--- src/rtl/ms_uart_pkg.sv ---
// Shared types and constants for the ms_uart core.
// maj3 is the 2-of-3 vote used to recover each oversampled bit.
package ms_uart_pkg;

  typedef enum logic [1:0] {
    IDLE,
    START,
    DATA,
    STOP
  } rx_state_t;

  localparam int OVERSAMPLE = 16;
  localparam int SAMPLE_LO  = 7;
  localparam int SAMPLE_MID = 8;
  localparam int SAMPLE_HI  = 9;
  localparam int DATA_BITS  = 8;

  function automatic logic maj3(input logic a, input logic b, input logic c);
    return (a & b) | (a & c) | (b & c);
  endfunction

endpackage

--- src/rtl/ms_uart_baud_tick.sv ---
// Prescale counter: one-clock tick every prescale+1 clocks.
// Shared by the RX and TX engines of ms_uart.
module ms_uart_baud_tick #(
  parameter int W = 16
) (
  input  logic         clk_i,
  input  logic         rst_i,
  input  logic         clr,
  input  logic [W-1:0] prescale,
  output logic         tick
);

  logic [W-1:0] cnt;
  logic         hit;

  // >= keeps a lowered prescale from running the counter through a full wrap
  assign hit  = (cnt >= prescale);
  assign tick = hit & ~clr;

  always_ff @(posedge clk_i or posedge rst_i) begin
    if (rst_i)    cnt <= '0;
    else if (clr) cnt <= '0;
    else if (hit) cnt <= '0;
    else          cnt <= cnt + 1'b1;
  end

endmodule

--- src/rtl/ms_uart_rx.sv ---
// ms_uart receive engine: 16x oversampled, majority-voted 8N1 framing
// feeding the RX FIFO write port.
module ms_uart_rx
  import ms_uart_pkg::*;
#(
  parameter int SYNC_STAGES = 2
) (
  input  logic        clk_i,
  input  logic        rst_i,
  input  logic        en,
  input  logic [15:0] prescale,
  input  logic        RX,
  input  logic        fifo_full,
  output logic        wr,
  output logic [7:0]  wdata,
  output logic        frame_err,
  output logic        overrun,
  output logic        busy
);

  logic [SYNC_STAGES-1:0] sync_q;
  logic                   rx_s, rx_q;

  rx_state_t state, state_n;
  logic       tick, start_det, clr_tick;
  logic [3:0] s_cnt;
  logic [2:0] smp;
  logic [2:0] bit_idx;
  logic [7:0] shreg;
  logic       vote, at_bit_end, at_stop_pt;
  logic       shift, push, fe, ov;

  // synchronizer idles high so reset never looks like a start edge
  always_ff @(posedge clk_i or posedge rst_i) begin
    if (rst_i) begin
      sync_q <= '1;
      rx_q   <= 1'b1;
    end else begin
      sync_q <= {sync_q[SYNC_STAGES-2:0], RX};
      rx_q   <= rx_s;
    end
  end

  assign rx_s = sync_q[SYNC_STAGES-1];

  assign start_det = (state == IDLE) & en & ~rx_s & rx_q;
  assign clr_tick  = ~en | start_det;

  ms_uart_baud_tick #(.W(16)) u_tick (
    .clk_i    (clk_i),
    .rst_i    (rst_i),
    .clr      (clr_tick),
    .prescale (prescale),
    .tick     (tick)
  );

  assign at_bit_end = tick & (s_cnt == 4'(OVERSAMPLE - 1));
  assign at_stop_pt = tick & (s_cnt == 4'(SAMPLE_HI));

  // stop bit decides on its third sample, so use the live line for it
  assign vote = (state == STOP) ? maj3(smp[0], smp[1], rx_s)
                                : maj3(smp[0], smp[1], smp[2]);

  always_comb begin
    state_n = state;
    shift   = 1'b0;
    push    = 1'b0;
    fe      = 1'b0;
    ov      = 1'b0;
    if (!en) begin
      state_n = IDLE;
    end else begin
      case (state)
        IDLE:  if (start_det) state_n = START;
        START: if (at_bit_end) state_n = vote ? IDLE : DATA;
        DATA: begin
          if (at_bit_end) begin
            shift = 1'b1;
            if (bit_idx == 3'(DATA_BITS - 1)) state_n = STOP;
          end
        end
        STOP: begin
          if (at_stop_pt) begin
            state_n = IDLE;
            if (!vote)          fe   = 1'b1;
            else if (fifo_full) ov   = 1'b1;
            else                push = 1'b1;
          end
        end
        default: state_n = IDLE;
      endcase
    end
  end

  always_ff @(posedge clk_i or posedge rst_i) begin
    if (rst_i) state <= IDLE;
    else       state <= state_n;
  end

  always_ff @(posedge clk_i or posedge rst_i) begin
    if (rst_i) begin
      s_cnt     <= '0;
      smp       <= '0;
      bit_idx   <= '0;
      shreg     <= '0;
      wr        <= 1'b0;
      wdata     <= '0;
      frame_err <= 1'b0;
      overrun   <= 1'b0;
    end else if (!en) begin
      s_cnt     <= '0;
      smp       <= '0;
      bit_idx   <= '0;
      shreg     <= '0;
      wr        <= 1'b0;
      frame_err <= 1'b0;
      overrun   <= 1'b0;
    end else begin
      wr        <= push;
      frame_err <= fe;
      overrun   <= ov;
      if (push) wdata <= shreg;

      if (start_det)  s_cnt <= '0;
      else if (tick)  s_cnt <= s_cnt + 1'b1;

      if (tick) begin
        if (s_cnt == 4'(SAMPLE_LO))  smp[0] <= rx_s;
        if (s_cnt == 4'(SAMPLE_MID)) smp[1] <= rx_s;
        if (s_cnt == 4'(SAMPLE_HI))  smp[2] <= rx_s;
      end

      if (start_det) begin
        bit_idx <= '0;
      end else if (shift) begin
        shreg   <= {vote, shreg[7:1]};
        bit_idx <= bit_idx + 1'b1;
      end
    end
  end

  assign busy = (state != IDLE);

endmodule

--- config.mk ---
export PLATFORM = sky130hd
export DESIGN_NAME = ms_uart_rx
export DESIGN_NICKNAME = d
export VERILOG_FILES = /design/src/rtl/ms_uart_pkg.sv /design/src/rtl/ms_uart_baud_tick.sv /design/src/rtl/ms_uart_rx.sv
export SDC_FILE = /design/constraint.sdc
export NUM_CORES = 1
export LEC_CHECK = 0
export CAP_MARGIN = 30
export CORE_UTILIZATION = 50
export DETAILED_ROUTE_END_ITERATION = 10
export PLACE_DENSITY = 0.86
export SLEW_MARGIN = 15
export SYNTH_ARGS = -nofsm -noshare
export SYNTH_HDL_FRONTEND = slang
export SYNTH_HIERARCHICAL = 1
export SYNTH_SLANG_ARGS = --single-unit
--- constraint.sdc ---
create_clock -name clk_i -period 2.65 [get_ports clk_i]
set_input_delay 0.6625 -clock clk_i [delete_from_list [all_inputs] [get_ports clk_i]]
set_output_delay 0.6625 -clock clk_i [all_outputs]
set_load 0.01 [all_outputs]
# Word-level counts from Yosys, hierarchy flattened
# Index checks and enable logic that the tools add are counted.
[totals] latchBits=0 output_inout_bits=12 in_bits=21 n_memories=0 ramBits=0 rom_bits=0 reg_bits=50
[classes] n_addsub=3 n_bitwise=19 eq_ne=21 mux=43 order_cmp=1 shifts=0 div=0 multipliers=0 reduce_logical=8
[ops] cell="$mux W16" count=2
[ops] cell="$mux W8" count=3
[ops] cell="$mux W1" count=22
[ops] cell="$add A16 B1 Y16 const B" count=1
[ops] cell="$ge A16 B16 Y1" count=1
[ops] cell="$mux W3" count=5
[ops] cell="$ne A3 B3 Y1 const B" count=5
[ops] cell="$mux W2" count=7
[ops] cell="$eq A4 B4 Y1 const B" count=3
[ops] cell="$mux W4" count=3
[ops] cell="$and A1 B1 Y1" count=11
[ops] cell="$ne A2 B1 Y1 const B" count=5
[ops] cell="$reduce_and A2 Y1" count=5
[ops] cell="$pmux W2 S4" count=1
[ops] cell="$ne A3 B1 Y1 const B" count=2
[ops] cell="$or A1 B1 Y1" count=5
[ops] cell="$reduce_and A5 Y1" count=1
[ops] cell="$add A4 B1 Y4 const B" count=1
[ops] cell="$eq A2 B2 Y1 const B" count=2
[ops] cell="$eq A4 B3 Y1 const B" count=1
[ops] cell="$add A3 B1 Y3 const B" count=1
[ops] cell="$eq A3 B3 Y1 const B" count=1
[ops] cell="$not A1 Y1" count=3
[ops] cell="$eq A2 B1 Y1 const B" count=1
[ops] cell="other kinds (3)" count=3

# Depth between registers and ports, before layout
[logic_depth] word_depth=14 ltp_mapped=12 ltp_nobuf=10

# By module
# The synthesis kept the hierarchy.
[modules_own_cells] mod="ms_uart_rx" area_per_inst_um2=1562.7 seq_area_each_um2=854.6 n_inst=1 cells_each=137
[modules_own_cells] mod="ms_uart_baud_tick" area_per_inst_um2=1173.6 seq_area_each_um2=400.4 n_inst=1 cells_each=129

# Worst setup path after synthesis
# No wires, ideal clock.
[synth_timing] path_kind="input to register" startpoint="input port prescale[15]" endpoint="register wdata[0]" t_arrival_ns=2.833 n_path_buf=2 setup_ns=0.125 path_stages=12 path_slack_ns=-0.308 cell_sequence="inv_1 ha_1 nand4_1 nor2_1 o211ai_1 a41oi_1 buf_4 and3_1 nand4_2 a211o_1 buf_6 mux2_4"
[synth_via] elab_chain_cells=7
[synth_rtl] element="start, declared" line="ms_uart_rx.sv:11" rtl="input logic [15:0] prescale,"
[synth_rtl] element="$ge A16 B16 Y1" line="ms_uart_baud_tick.sv:17" rtl="assign hit = (cnt >= prescale);"
[synth_rtl] element="$and A1 B1 Y1" line="ms_uart_baud_tick.sv:18" rtl="assign tick = hit & ~clr;"
[synth_rtl] element="named net tick" line="ms_uart_rx.sv:25" rtl="logic tick, start_det, clr_tick;"
[synth_rtl] element="$and A1 B1 Y1" line="ms_uart_rx.sv:58" rtl="assign at_stop_pt = tick & (s_cnt == 4'(SAMPLE_HI));"
[synth_rtl] element="$mux W1" line="ms_uart_rx.sv:83" rtl="if (at_stop_pt) begin"
[synth_rtl] element="$mux W1" line="ms_uart_rx.sv:73" rtl="case (state)"
[synth_rtl] element="$mux W1" line="ms_uart_rx.sv:70" rtl="if (!en) begin"
[synth_rtl] element="$reduce_and A2 Y1 (no line)"
[synth_rtl] element="end signal, assigned" line="ms_uart_rx.sv:122" rtl="if (push) wdata <= shreg;"
[synth_rtl] element="end, declared" line="ms_uart_rx.sv:15" rtl="output logic [7:0] wdata,"
# The timed path passes the listed nets, and every way through them passes these cells.
# A chain may end at the register's enable or synchronous reset.

# Worst setup path after layout
[layout_timing] startpoint="input port prescale[13]" endpoint="register wdata[7]"
# Same word-level chain as after synthesis.

==> summary.txt <==
Floorplanning
  – # rows: 26
  – Ports: 33
  – CORE AREA: 5200 um^2
  – Initial Util: 52.6%
  – Die height: 76.0 um
  – Die Wd: 76.0 um
  – DIE AREA: 5770 um^2

Yosys
  – Synth cell types: 45
  – Top_reg_cell synth: dfrtp_1
  – Flop and latch count out of synthesis: 50
  – Number of synthesized flops with an enable pin: 0
  – Syn_nets: 309
  – Syn avg cell area: 10.3 um^2
  – YS warnings: 6
  – Synth top area share: 43.0%
  – Area leader, netlist: dfrtp_1
  – Synth area leaders: dfrtp_1, ha_1, nor2_1
  – Synth async-reset ratio: 100%
  – Sequential fraction of the synthesis area: 45.9%
  – Synthesized instance count: 266
  – Cell area after synthesis: 2740 um^2

Timing
  – Max Slew Vio Count: 0
  – Tmin final: 2640 ps
  – Hold Fails Final Rpt: 0
  – RSZ-0062 raised after global routing: true
  – Period Utilization, post-route: 99.8%
  – Tightest Pin Transition: 649 ps
  – Setup tns final: 0 ps
  – Clock skew: 9.67 ps
  – Setup Viol. Count Final: 0
  – PnR worst setup slack: 6.16 ps
  – Slew HR: 56.7%
  – Peak Freq: 0.378 GHz

Place
  – IO Port Bufs: 32
  – DP Area: 3370 um^2
  – Dpl hpwl: 4200 um
  – Placement Setup Slack: -954 ps
  – Gpl congestion: 0.857

CTS
  – Clock Tree Root: clkbuf_8
  – Sink Count: 50
  – Largest buffer count on any clock path: 2
  – TritonCTS clock tree: yes
  – Num CTS Buffers: 5
  – Clock Latency Late Sink: 320 ps
  – Worst-path clk slew: 90 ps
  – H-tree depth: 2

Cells and area
  – Area growth syn-to-layout: 32.6%
  – Layout Nets: 376
  – Finished Cell Area: 3630 um^2
  – # diodes: 0
  – Proportion of layout cells with a drive suffix above 1: 31.1%

Power
  – Pwr Density: 379 nW/um^2
  – Worst vdd ir: 0.212 mV
  – Leakage: 1.73 nW

Setup path
  – Req. time, crit path: 2850 ps
  – Setup crit start kind: input port
  – Crit path capture type: flop
  – Kind of critical path: input port to flop
  – Worst-path fanout max: 5
  – Worst path arrival time: 2840 ps

Global route
  – Vias in the first global route: 2270
  – GRT Total Usage: 23.3%
  – Initial antenna violation count: 0
  – Total grt overflow: 0
  – Global-route wire length before repair: 10700 um
  – Largest net degree at the start of global routing: 35

Detailed routing
  – DRT Pass-1 Iters: 4
  – 1st-iter DRT viols: 135
  – Drt drc: 0
  – Routed Antenna Nets: 0
  – Wire per inst: 15.1 um
  – Vias: 2143
  – Vias/cell: 5.30
  – Drt total wl: 6100 um

Flow run
  – Max_cap viols: 0

Worst hold path
  – Hold/Removal Path Class: flop to flop

Status
  – Status: finished, final reports clean
[state kept, by name (all words and copies together), names as in the netlist]
signal      flops
shreg           8
s_cnt           4
wdata           8
wr              1
u_tick/cnt     16
smp             3
bit_idx         3
state           2
overrun         1
frame_err       1
rx_q            1
sync_q          2
[area by class of cell]
type,instances,area (um^2)
inverter,27,114
fill,396,1580
multi-input combinational,182,1520
clock buffer,5,68.8
clock inverter,3,23.8
tap,70,87.6
timing repair buffer,67,561
sequential,50,1250
[through the flow]
step	utilization (%)	power (mW)	cells	hold slack, ps
after floorplan	-	0.859	266	345
after global placement	64.7	0.918	386	347
after detailed placement	64.7	0.922	386	347
after CTS	67.9	1.37	396	360
after global routing	69.7	1.43	404	365
final	69.7	1.38	404	360
[critical path, stage by stage]
cell	delay, ps
buf_4	110
inv_8	30
ha_4	250
nand4_1	130
buf_4	170
nor2_1	140
nor2_1	80
a41oi_2	270
and3_4	250
nand4_4	100
a211o_4	340
mux2_4	310
[placed cells by master, fill, tap and decap left out, types with 3 or more instances in the layout]
cell type,count
o21ai_0,8
clkbuf_2,5
mux2_4,8
o21a_1,3
buf_6,5
clkbuf_8,5
nand4_1,6
xnor2_1,7
ha_1,12
inv_2,8
clkdlybuf4s50_1,16
nand3_1,14
dfrtp_1,47
xor2_1,11
ha_4,10
dfstp_2,3
a21oi_1,3
nand2_1,19
nor3_1,4
and3_1,3
dlygate4sd2_1,5
buf_4,34
mux2i_1,6
nor2_1,34
inv_1,15
[final timing paths]
check                                          from                       to  slack, ps  cells past startpoint
setup / recovery                       prescale[13]     wdata[7]$_DFFE_PP0P_          6                     12
hold / removal                  sync_q[0]$_DFF_PP1_      sync_q[1]$_DFF_PP1_        360                      0
setup reg to reg           u_tick/cnt[15]$_DFF_PP0_     wdata[7]$_DFFE_PP0P_          6                     10
hold reg to reg                 sync_q[0]$_DFF_PP1_      sync_q[1]$_DFF_PP1_        360                      0
max in group asynchronous                     rst_i  u_tick/cnt[5]$_DFF_PP0_       1460                      2
min in group asynchronous                     rst_i   bit_idx[0]$_DFFE_PP0P_        760                      3
[power breakdown]
group / internal, mW / switching (mW) / total [mW]
logic: 0.0605 / 0.0733 / 0.134
clock network: 0.189 / 0.277 / 0.467
registers: 0.771 / 0.00422 / 0.775
[synthesized netlist by cell type (2+ instances only)]
library cell and instances:
xnor2_1 7, o21a_1 3, dfstp_2 3, buf_4 2, nor3_1 4, nand3_1 15
xor2_1 11, nand4b_1 2, buf_6 2, buf_2 3, nor2_1 36, and3_1 4
dfrtp_1 47, nand4_1 6, a211oi_1 2, ha_1 22, a21oi_1 3, inv_1 26
o21ai_0 8, nand4_2 2, nand2_1 21, o211ai_1 2, mux2_4 8, mux2i_1 6
[cells by family (layout without fill, tap and decap cells)]
family                   count (synthesis)  in the layout  share of synthesized area [%]
buffers and inverters                   35            102                           5.76
AND/OR/NAND/NOR                         98             98                           18.2
AO/OA/AOI/OAI                           28             29                           7.45
XOR/XNOR                                18             18                           5.76
flip-flops                              50             50                           45.9
adder cells (fa/ha/maj)                 23             23                           10.4
multiplexers                            14             14                           6.58
[layer usage]
| layer | vias up | share of wire (%) | global-route usage, % |
|---|---|---|---|
| met5 | - | 0 | 0 |
| met4 | 0 | 1.0 | 6.35 |
| met3 | 9 | 3.1 | 4.79 |
| met2 | 51 | 53 | 43.0 |
| met1 | 1044 | 43 | 27.4 |
| li1 | 1039 | - | - |
[repair_timing]
item	4_1_cts	5_1_grt
gates cloned	1	0
gates resized for setup	43	26
hold buffers	0	0
pin swaps	26	15
buffers inserted	1	8
endpoints found under the setup margin	26	20
No activity file was read; power rests on OpenSTA's default activity.
